File: src/rtl/mipi_csi2_pkt_ctrl_pkg.sv
// Shared constants for the CSI-2 packet sequencer: data-type codes, header byte indices and
// sequencer states.
package mipi_csi2_pkt_ctrl_pkg;

    localparam logic [5:0] DtFs      = 6'h00;
    localparam logic [5:0] DtFe      = 6'h01;
    localparam logic [5:0] DtLs      = 6'h02;
    localparam logic [5:0] DtLe      = 6'h03;
    localparam logic [5:0] DtLongMin = 6'h10;
    localparam logic [5:0] DtImgMin  = 6'h18;
    localparam logic [5:0] DtImgMax  = 6'h2F;

    localparam logic [1:0] HdrWcLo = 2'd1;
    localparam logic [1:0] HdrWcHi = 2'd2;
    localparam logic [1:0] HdrEcc  = 2'd3;

    typedef enum logic [2:0] {
        StIdle,
        StHdr,
        StPayload,
        StCrc,
        StWaitLp
    } state_e;

    function automatic logic is_long_dt(input logic [5:0] dt);
        return dt >= DtLongMin;
    endfunction

    function automatic logic is_image_dt(input logic [5:0] dt);
        return (dt >= DtImgMin) && (dt <= DtImgMax);
    endfunction

endpackage

File: src/rtl/mipi_csi2_ecc.sv
// CSI-2 packet header ECC generator: 6-bit Hamming parity over {WC[15:0], DI[7:0]}.
// Purely combinational so transmit-side blocks can share it.
module mipi_csi2_ecc (
    input  logic [23:0] data,
    output logic [5:0]  ecc
);

    assign ecc[0] = ^{data[0], data[1], data[2], data[4], data[5], data[7], data[10], data[11],
                      data[13], data[16], data[20], data[21], data[22], data[23]};
    assign ecc[1] = ^{data[0], data[1], data[3], data[4], data[6], data[8], data[10], data[12],
                      data[14], data[17], data[20], data[21], data[22], data[23]};
    assign ecc[2] = ^{data[0], data[2], data[3], data[5], data[6], data[9], data[11], data[12],
                      data[15], data[18], data[20], data[21], data[22]};
    assign ecc[3] = ^{data[1], data[2], data[3], data[7], data[8], data[9], data[13], data[14],
                      data[15], data[19], data[20], data[21], data[23]};
    assign ecc[4] = ^{data[4], data[5], data[6], data[7], data[8], data[9], data[16], data[17],
                      data[18], data[19], data[20], data[22], data[23]};
    assign ecc[5] = ^{data[10], data[11], data[12], data[13], data[14], data[15], data[16],
                      data[17], data[18], data[19], data[21], data[22], data[23]};

endmodule

File: src/rtl/mipi_csi2_pkt_ctrl.sv
// CSI-2 packet sequencer on the single-lane PHY byte stream: parses the 4-byte header, steps the
// payload by word count, skips the CRC and produces frame/line framing plus pixel-byte strobes.
module mipi_csi2_pkt_ctrl
    import mipi_csi2_pkt_ctrl_pkg::*;
#(
    parameter bit          ECC_CHECK = 1'b1,
    parameter logic [1:0]  VC_SEL    = 2'd0,
    parameter int unsigned MAX_WC    = 4096
) (
    input  logic        clk,
    input  logic        resetb,
    input  logic        phy_we,
    input  logic [7:0]  phy_data,
    output logic        fv,
    output logic        lv,
    output logic        dout_valid,
    output logic [7:0]  dout,
    output logic [5:0]  data_type,
    output logic [15:0] line_cnt,
    output logic        pkt_err
);

    state_e      state;
    logic [1:0]  hdr_idx;
    logic [7:0]  di;
    logic [15:0] wc;
    logic [15:0] byte_cnt;
    logic        crc_idx;

    logic [5:0]  ecc_calc;
    logic        ecc_ok;
    logic        hdr_long;
    logic        wc_too_big;
    logic        hdr_bad;

    // At the ECC byte, DI and both WC bytes are already registered.
    mipi_csi2_ecc u_ecc (
        .data ({wc, di}),
        .ecc  (ecc_calc)
    );

    always_comb begin
        ecc_ok     = (phy_data[7:6] == 2'b00) && (phy_data[5:0] == ecc_calc);
        hdr_long   = is_long_dt(di[5:0]);
        wc_too_big = hdr_long && (32'(wc) > MAX_WC);
        hdr_bad    = (ECC_CHECK && !ecc_ok) || wc_too_big;
    end

    always_ff @(posedge clk) begin
        if (!resetb) begin
            state      <= StIdle;
            hdr_idx    <= 2'd0;
            di         <= 8'd0;
            wc         <= 16'd0;
            byte_cnt   <= 16'd0;
            crc_idx    <= 1'b0;
            fv         <= 1'b0;
            lv         <= 1'b0;
            dout_valid <= 1'b0;
            dout       <= 8'd0;
            data_type  <= 6'd0;
            line_cnt   <= 16'd0;
            pkt_err    <= 1'b0;
        end else begin
            dout_valid <= 1'b0;
            pkt_err    <= 1'b0;
            case (state)
                StIdle: begin
                    lv <= 1'b0;
                    if (phy_we) begin
                        di      <= phy_data;
                        hdr_idx <= HdrWcLo;
                        state   <= StHdr;
                    end
                end

                StHdr: begin
                    if (!phy_we) begin
                        pkt_err <= 1'b1;
                        lv      <= 1'b0;
                        state   <= StIdle;
                    end else begin
                        case (hdr_idx)
                            HdrWcLo: begin
                                wc[7:0] <= phy_data;
                                hdr_idx <= HdrWcHi;
                            end
                            HdrWcHi: begin
                                wc[15:8] <= phy_data;
                                hdr_idx  <= HdrEcc;
                            end
                            default: begin
                                hdr_idx <= 2'd0;
                                if (hdr_bad) begin
                                    pkt_err <= 1'b1;
                                    state   <= StWaitLp;
                                end else if (di[7:6] != VC_SEL) begin
                                    state <= StWaitLp;
                                end else begin
                                    data_type <= di[5:0];
                                    if (hdr_long) begin
                                        if (wc == 16'd0) begin
                                            crc_idx <= 1'b0;
                                            state   <= StCrc;
                                        end else begin
                                            byte_cnt <= wc;
                                            state    <= StPayload;
                                        end
                                    end else begin
                                        // Short packet WC carries a frame/line number only.
                                        if (di[5:0] == DtFs) begin
                                            fv       <= 1'b1;
                                            line_cnt <= 16'd0;
                                        end else if (di[5:0] == DtFe) begin
                                            fv <= 1'b0;
                                        end
                                        state <= StWaitLp;
                                    end
                                end
                            end
                        endcase
                    end
                end

                StPayload: begin
                    if (!phy_we) begin
                        pkt_err <= 1'b1;
                        lv      <= 1'b0;
                        state   <= StIdle;
                    end else begin
                        dout       <= phy_data;
                        dout_valid <= 1'b1;
                        lv         <= is_image_dt(data_type);
                        byte_cnt   <= byte_cnt - 16'd1;
                        if (byte_cnt == 16'd1) begin
                            crc_idx <= 1'b0;
                            state   <= StCrc;
                        end
                    end
                end

                StCrc: begin
                    lv <= 1'b0;
                    if (!phy_we) begin
                        pkt_err <= 1'b1;
                        state   <= StIdle;
                    end else if (!crc_idx) begin
                        crc_idx <= 1'b1;
                    end else begin
                        if (is_image_dt(data_type) && (line_cnt != 16'hFFFF)) begin
                            line_cnt <= line_cnt + 16'd1;
                        end
                        state <= StWaitLp;
                    end
                end

                StWaitLp: begin
                    // Trailer bytes until LP are swallowed, never parsed as a header.
                    lv <= 1'b0;
                    if (!phy_we) begin
                        state <= StIdle;
                    end
                end

                default: begin
                    lv    <= 1'b0;
                    state <= StIdle;
                end
            endcase
        end
    end

endmodule

File: config.mk
export PLATFORM = sky130hd
export DESIGN_NAME = mipi_csi2_pkt_ctrl
export DESIGN_NICKNAME = d
export VERILOG_FILES = /design/src/rtl/mipi_csi2_pkt_ctrl_pkg.sv /design/src/rtl/mipi_csi2_ecc.sv /design/src/rtl/mipi_csi2_pkt_ctrl.sv
export SDC_FILE = /design/constraint.sdc
export NUM_CORES = 1
export LEC_CHECK = 0
export BUFFER_PORTS_ARGS = -buffer_cell sky130_fd_sc_hd__buf_4
export CAP_MARGIN = 20
export CORE_ASPECT_RATIO = 0.7
export CORE_UTILIZATION = 30
export CTS_BUF_LIST = sky130_fd_sc_hd__clkbuf_4
export CTS_CLUSTER_SIZE = 25
export DETAILED_ROUTE_END_ITERATION = 8
export SLEW_MARGIN = 20
export SYNTH_ARGS = -nofsm -noshare
export SYNTH_HDL_FRONTEND = slang
export SYNTH_SLANG_ARGS = --single-unit
export TNS_END_PERCENT = 100
File: constraint.sdc
create_clock -name clk -period 8.2 [get_ports clk]
set_input_delay 0.41 -clock clk [delete_from_list [all_inputs] [get_ports clk]]
set_output_delay 0.41 -clock clk [all_outputs]
set_load 0.05 [all_outputs]
==> metrics <==
status complete, no violations; final worst path period share 0.4125; worst path cell trace inv_1 -> ha_1 -> xnor2_1 -> xnor3_1 -> xor2_1 -> or3_4 -> a21oi_4 -> a21oi_2 -> buf_4 -> or2_0 -> o221a_1; final setup violation count 0; cts repair resizes 0; Worst Setup EP byte_cnt[8]; fin util 0.3579; Core ar. 14230 sq um; Cell variety after synth 57; critical path arrival 3760 ps; Net Count, Synth 574; Boundary Pins 45; commonest non-fill, non-tap cell in the layout dfxtp_1; Hold Fails Final Rpt 0; Min-Delay Path Depth 3; reg2reg start wc[14]; worst-margin pin slew 919.7 ps; n_diodes 0; MaxCap Viol Count 0; Clk Latency, worst-skew pair 470 ps; Warnings, synthesis 0; Hold-fix buffers, CTS 0; cell count after placement 760; Worst setup startpoint wc[14]; share of cells above drive strength 1 0.1212; Die W 148.0 microns; buffer and inverter count on the worst path 2; footprint of the multi-input gates 2698 sq um; Reg area 1602 sq um; Final min period 3382 ps; Leak 1.916 nW; data required time at the worst endpoint 8570 ps; filler instances 1514; CTS tree done; Final Max Tran Viols 0; area grow syn2layout 13.72%; maximum vdd drop 0.05504 mV; Vias/cell 5.232; Finished Layout Cells 776; dpl hpwl 8863 microns; hold slack 209.6 ps; Die Area 15430 sq um; fraction of registers with async set/reset 0; CTS Sinks 80; largest net degree at the start of global routing 53; drt total wl 12490 microns; relative slew slack 0.3846; CP max stage cell or2_0; mean post-synth cell area 8.159 sq um; Worst Setup End Kind register; worst min-delay path category in2reg; # rows 36; register area share after synthesis 0.3575; worst reg2reg endpoint byte_cnt[8]; critical path's top delay family simple AND/OR/NAND/NOR gates; Worst-path clk slew 140 ps; Cells after Synth 549; Netlist Area Pre-Place 4479 sq um; port bufs 44; drt wl/cell 16.10 microns; unrepaired setup endpoints after global routing false; most frequent cells in the layout dfxtp_1, nand2_1, nor2_1; Setup CP Type reg2reg; number of cells on the critical path 11; commonest register cell after synthesis dfxtp_1; GRT Resource Usage Total 0.1687; drt first pass iters 5; number of synthesized flops with an enable pin 0; CP Launch Type register; top cell type's share of synthesized area 0.3575; NumNets Final 606; max incr delay on CP 500 ps; Setup Buffers After CTS 0; DR DRC count 0; Critical Path Fanout Max 34; vias in the first global route 3759; Max Fclk 0.2956 GHz; die span in y 104.2 microns; Num CTS Buffers 9; Synth area leader dfxtp_1; DR iter-0 viols 306; H-tree depth 3; first-pass GRT wire length 20490 microns; initial antenna violation count 0; ranking of synthesized cells by area dfxtp_1, xnor2_1, nand2_1; Root Driver clkbuf_4; grt total ovfl 0; synthesized flop and latch total 80; initial core utilization 0.3147; antenna viol nets, final 0; reg2reg path depth 11; flop2flop setup slack 4820 ps; Max clock buf depth 2; global placement routability congestion 0.8378; TNS Setup 0 ps; clk_skew 13.58 ps; DR vias 4060; Pwr Density 141.8 nW/um^2
## worst register-to-register path, cell delays in order (launching register included)
cell,delay [ps]
dfxtp_1,400
inv_1,90
ha_1,340
xnor2_1,200
xnor3_1,250
xor2_1,170
or3_4,410
a21oi_4,200
a21oi_2,80
buf_4,250
or2_0,530
o221a_1,370
## worst min-delay path by stage
stage / startpoint / end / slack, ps
6_report: phy_data[4] / dout[4] / 210
5_1_grt: phy_data[4] / dout[4] / 190
4_1_cts: phy_data[4] / dout[4] / 200
3_5_place_dp: dout[1] / dout[1] / 450
3_3_place_gp: dout[1] / dout[1] / 450
2_1_floorplan: di[1] / di[1] / 450
## logic make-up (layout without fill, tap and decap cells)
kind of cell | after synthesis | count (layout) | share of synthesized area
XOR/XNOR | 44 | 44 | 0.09525
adder cells (fa/ha/maj) | 14 | 14 | 0.03911
buffers and inverters | 47 | 84 | 0.04022
AO/OA/AOI/OAI | 123 | 123 | 0.1950
flip-flops | 80 | 80 | 0.3575
AND/OR/NAND/NOR | 216 | 216 | 0.2170
multiplexers | 25 | 25 | 0.05587
## report_power, final
part	leakage, nW	total (mW)	internal [mW]	switching, mW
Sequential	0.646	0.400	0.394	0.00692
Clock	0.0610	0.228	0.0648	0.164
Combinational	1.21	0.0934	0.0365	0.0569
## Yosys cell counts (3+ instances only)
library cell and n:
a211o_1 3, a211oi_1 6, a21o_1 3, a21oi_1 32
a311oi_1 4, a31oi_1 3, and2_1 3, and3_1 3
buf_2 3, clkbuf_1 24, dfxtp_1 80, ha_1 14
inv_1 19, mux2i_1 25, nand2_1 73, nand2b_1 6
nand3_1 18, nand3b_1 3, nand4_1 5, nor2_1 68
nor3_1 14, nor4_1 7, o211ai_1 3, o21ai_0 14
o22ai_1 4, o311ai_0 10, o31ai_1 8, o32ai_1 9
or2_2 4, or3_1 5, xnor2_1 38, xnor3_1 3
xor2_1 3
## sequential cells by signal, indices dropped and copies added (netlist names)
name / cells
byte_cnt: 16
crc_idx: 1
data_type: 6
di: 8
dout: 8
dout_valid: 1
fv: 1
hdr_idx: 2
line_cnt: 16
lv: 1
pkt_err: 1
state: 3
wc: 16
## metal layers
layer | vias up | track usage | share of wire
li1 | 2027 | - | -
met2 | 135 | 0.2341 | 0.41
met3 | 11 | 0.03377 | 0.068
met4 | 0 | 0.04566 | 0.010
met5 | - | 0 | 0
met1 | 1887 | 0.2580 | 0.51
## final cells by class
| cell class | count | area share |
|---|---|---|
| multi-input combinational | 422 | 0.5296 |
| timing repair buffer | 48 | 0.07074 |
| inverter | 20 | 0.01474 |
| sequential | 80 | 0.3144 |
| clock buffer | 9 | 0.01326 |
| clock inverter | 7 | 0.01056 |
| tap | 190 | 0.04667 |
## stage by stage
step / worst slack [ps] / total power, mW / area (sq um)
3_3_place_gp: 4930 / 0.5005 / 4972
3_5_place_dp: 4899 / 0.5008 / 4972
4_1_cts: 4860 / 0.7264 / 5094
2_1_floorplan: 5513 / 0.4751 / 4479
6_report: 4818 / 0.7221 / 5094
5_1_grt: 4682 / 0.7521 / 5094
Power figures use the tool's default switching activity.
